## src/rtl/bit_deserializer_pkg.sv

```systemverilog
// bit_deserializer_pkg: shared word-size default for the serial-to-parallel path
package bit_deserializer_pkg;
   localparam int HACK_WORD_SER = 8;
endpackage

```

## src/rtl/bit_deserializer_or_reduce_n.sv

```systemverilog
// or_reduce_n: balanced tree of 2-input ORs over an N-bit vector
module or_reduce_n #(
   parameter int N = 8
) (
   input  logic [N-1:0] bits,
   output logic         y
);
   if (N == 1) begin : g_leaf
      assign y = bits[0];
   end else begin : g_node
      logic lo, hi;
      or_reduce_n #(.N(N/2))     u_lo (.bits(bits[N/2-1:0]), .y(lo));
      or_reduce_n #(.N(N - N/2)) u_hi (.bits(bits[N-1:N/2]), .y(hi));
      assign y = lo | hi;
   end
endmodule

```

## src/rtl/bit_deserializer.sv

```systemverilog
// bit_deserializer: packs an LSB-first valid/ready bit stream into WIDTH-bit words
import bit_deserializer_pkg::*;
module bit_deserializer #(
   parameter int WIDTH = HACK_WORD_SER,
   localparam int CW = $clog2(WIDTH)
) (
   input  logic             clock,
   input  logic             reset,
   input  logic             flush,
   input  logic             in_valid,
   input  logic             in_bit,
   output logic             in_ready,
   output logic             out_valid,
   output logic [WIDTH-1:0] out_data,
   input  logic             out_ready,
   output logic             out_any
);
   logic [CW-1:0]    cnt;
   logic [WIDTH-2:0] shreg;
   logic             last, acc, done;
   assign last     = cnt == CW'(WIDTH - 1);
   assign in_ready = !flush && !(last && out_valid && !out_ready);
   assign acc      = in_valid && in_ready;
   assign done     = acc && last;
   always_ff @(posedge clock) begin
      if (reset) begin
         cnt       <= '0;
         shreg     <= '0;
         out_valid <= 1'b0;
         out_data  <= '0;
      end else begin
         cnt       <= (flush || done) ? '0 : acc ? cnt + 1'b1 : cnt;
         shreg     <= (flush || done) ? '0 : acc ? shreg | ((WIDTH-1)'(in_bit) << cnt) : shreg;
         out_valid <= done || (out_valid && !out_ready);
         if (done) out_data <= {in_bit, shreg};
      end
   end
   or_reduce_n #(.N(WIDTH)) u_or (.bits(out_data), .y(out_any));
endmodule

```

## config.mk

```make
export PLATFORM = sky130hd
export DESIGN_NAME = bit_deserializer
export DESIGN_NICKNAME = d
export VERILOG_FILES = /design/src/rtl/bit_deserializer_pkg.sv /design/src/rtl/bit_deserializer_or_reduce_n.sv /design/src/rtl/bit_deserializer.sv
export SDC_FILE = /design/constraint.sdc
export NUM_CORES = 1
export LEC_CHECK = 0
export BUFFER_PORTS_ARGS = -buffer_cell sky130_fd_sc_hd__buf_2
export CAP_MARGIN = 10
export CORE_ASPECT_RATIO = 0.8
export CORE_MARGIN = 4
export CORE_UTILIZATION = 57
export CTS_CLUSTER_SIZE = 14
export DETAILED_ROUTE_END_ITERATION = 7
export GPL_TIMING_DRIVEN = 0
export PLACE_DENSITY = 0.92
export SYNTH_ARGS = -nofsm -noshare
export SYNTH_HDL_FRONTEND = slang
export SYNTH_SLANG_ARGS = --single-unit
```

## constraint.sdc

```tcl
create_clock -name clock -period 3.6 [get_ports clock]
set_input_delay 0.54 -clock clock [delete_from_list [all_inputs] [get_ports clock]]
set_output_delay 0.54 -clock clock [all_outputs]
set_load 0.05 [all_outputs]
```

==> results.md <==
* Crit Reg-Reg Startpoint: cnt[0]$_SDFFE_PP0P_
* Worst path slowest cell: dfxtp_1
* HPWL after detailed placement at 1497 um
* Share of layout cells above drive strength 1 at between 30% and 40%
* Leakage power at 0.4296 nW
* Final hold violations at 0
* Setup repair bufs after CTS at 0
* RD Place Congestion at 0.8876
* Gr usage total at 19.79%
* RSZ-0062 raised after global routing: false
* Rows at 12
* Wire length per cell at 13.75 um
* Total die area at 2342 um^2
* Worst-Skew Late Latency at 300 ps
* Post-synthesis cell type count at 29
* Number of clock sinks at 19
* CTS root buf: clkbuf_4
* Setup crit start kind: register
* Worst EP arrival at 1740 ps
* Die width at around 53 um
* Final worst-path cycle share at around 63%
* TritonCTS Buffers at 3
* Placed cell areas at approximately 1000 um^2
* Slew at the pin closest to its max-slew limit at 478.8 ps
* Clock-pin slew on the worst setup and hold paths at 100 ps
* Clock Skew at 2.006 ps
* # nets final at 130
* Avg Vias per Cell at between 5 and 6
* Reg-to-reg slack, setup at between 1500 and 2000 ps
* Synth area leader: dfxtp_1
* Most numerous cell in the Yosys netlist: dfxtp_1
* Commonest cells in the netlist: 19 x dfxtp_1, 9 x a21oi_1, 8 x buf_4, 8 x nand4_1, 8 x o31ai_1
* Clk buf depth at 2
* Placed Cells at 138
* Syn Nets at 110
* Post-synth EDFFs at 0
* Post-route cell area at 1056 um^2
* Post-synth ARST share at 0%
* Peak VDD IR at 0.2703 mV
* Post-Syn Instances at 102
* Synth warn at 0
* Post-synthesis sequential area ratio at 40.97%
* MaxCap Viol Count at 0
* Seq cells post-synth at 19
* Core ar. at 1456 um^2
* Drt drc at 0
* Final WL at 1953 um
* Main synth FF type: dfxtp_1
* Pwr Density at between 300 and 400 nW/um^2
* CP cell instances: ha_1 -> ha_1 -> and3b_1 -> nor2_1 -> buf_2
* Vias post-DR at approximately 830
* DIE HEIGHT at 44.10 um
* Post-CTS Resized at 0
* Port Buffers at 15
* Ranking of synthesized cells by area: dfxtp_1 41%, buf_4 6.5%, o31ai_1 6.5%
* Required @ worst endpoint at 3060 ps
* Worst R2R End: shreg[5]$_SDFFE_PP0P_
* Worst setup path endpoint: in_ready
* Iter 0 DRT Violations at 4
* Initial Util at between 60% and 70%
* Max Clock Freq at roughly 440 MHz
* Worst setup path start: cnt[0]$_SDFFE_PP0P_
* Critical Path Fanout Max at 7
* Max-slew violations at 0
* Final ANT Viol Nets at 0
* Post-Layout Cell Count at 142
* CTS tree: built
* Synthesis-to-layout area growth at 13.75%
* Crit Path Class: reg -> out
* Crit-path most repeated cell: ha_1
* Largest net degree at the start of global routing at 11
* CP peak stage delay at 370 ps
* Synth top area share at 40.97%
* GR Overflow Total at 0
* Ports at 17
* Mapped cell area at approximately 930 um^2
* Status: finished clean
* Setup crit end kind: primary output
* Post-Route Setup TNS at 0 ps
* Final setup fails at 0
* First-pass GRT wire length at 3443 um
* Syn avg cell area at slightly above 9 um^2
* Min-Delay Path Class: reg -> reg
* Worst relative slew slack at between 60% and 70%
* Min cycle time layout at ~2300 ps
* Reg2reg path depth at 6
* H-tree Lvls at 1
* Hold Buf Count CTS at 0
* Antenna Diode Count at 0
* Initial antenna violation count at 0
* Vias in the first global route at 811
* DRT Pass-1 Iters at 2
## registers in the layout (all words and copies together) (netlist names)
| signal | cells |
|---|---|
| cnt | 3 |
| out_valid | 1 |
| shreg | 7 |
| out_data | 8 |
## metal layers
layer	share of wire, %	up-vias	track usage, %	wire length [um]
li1	-	416	-	-
met1	48	398	23.49	947
met2	47	11	33.66	919
met3	4.2	2	8.081	82
met4	0.26	0	4.082	5
met5	0	-	0	0
## critical path, delay by kind of cell (launching register included)
family / cells / cell delay [ps]
fa+ha+maj: 2 / 450
buf+inv: 1 / 270
simple gates: 2 / 350
flops: 1 / 370
## layout by cell type (no fill, tap or decap), drive strengths merged, types with 2 or more instances in the layout
| cell | instances |
|---|---|
| a31oi | 4 |
| o21ai | 3 |
| nor3b | 2 |
| clkbuf | 6 |
| nand2b | 2 |
| nor4 | 2 |
| dfxtp | 19 |
| buf | 28 |
| a21oi | 12 |
| and3b | 3 |
| nand3 | 2 |
| ha | 2 |
| nor2 | 9 |
| nand4 | 8 |
| o31ai | 8 |
| a41oi | 3 |
## worst min path at each step
stage          depth (start not counted)                  endpoint                   from  slack [ps]
5_1_grt                                3  out_data[7]$_SDFFE_PP0P_                 in_bit         490
3_5_place_dp                           2     shreg[5]$_SDFFE_PP0P_  shreg[5]$_SDFFE_PP0P_         470
6_report                               2  out_data[4]$_SDFFE_PP0P_  shreg[4]$_SDFFE_PP0P_         480
3_3_place_gp                           2     shreg[5]$_SDFFE_PP0P_  shreg[5]$_SDFFE_PP0P_         460
4_1_cts                                2  out_data[4]$_SDFFE_PP0P_  shreg[4]$_SDFFE_PP0P_         490
2_1_floorplan                          2     shreg[0]$_SDFFE_PP0P_  shreg[0]$_SDFFE_PP0P_         440
## final cells by class
class / count / area, um^2
Buffer: 15 / 103.9
Clock buffer: 4 / 26.28
Fill cell: 122 / 400.4
Inverter: 1 / 3.754
Multi-Input combinational cell: 67 / 440.4
Sequential cell: 19 / 380.4
Tap cell: 21 / 26.28
Timing Repair Buffer: 15 / 75.07
## metrics by stage
step / util (%) / total power, mW / hold WS, ps / setup WS (ps)
after floorplan: - / 0.2323 / 437.5 / 1463
final: 72.51 / 0.3429 / 482.3 / 1319
after global placement: 70.70 / 0.2389 / 463.9 / 1710
after detailed placement: 70.70 / 0.2397 / 469.6 / 1672
after CTS: 72.51 / 0.3462 / 488.5 / 1327
after global routing: 72.51 / 0.3641 / 494.0 / 1226
## power by group
group / switching (mW) / internal, mW / total, mW
sequential: 0.000876 / 0.211 / 0.212
clock: 0.0643 / 0.0432 / 0.108
combinational: 0.0159 / 0.00778 / 0.0237
total: 0.0811 / 0.262 / 0.343
## cells by family (layout without fill, tap and decap cells)
group	Yosys count	in the layout	synth area share [%]
buf+inv	16	35	11.59
fa+ha+maj	2	2	2.695
compound gates	31	31	22.37
simple gates	34	34	22.37
flops	19	19	40.97
No activity file was read; power rests on OpenSTA's default activity.
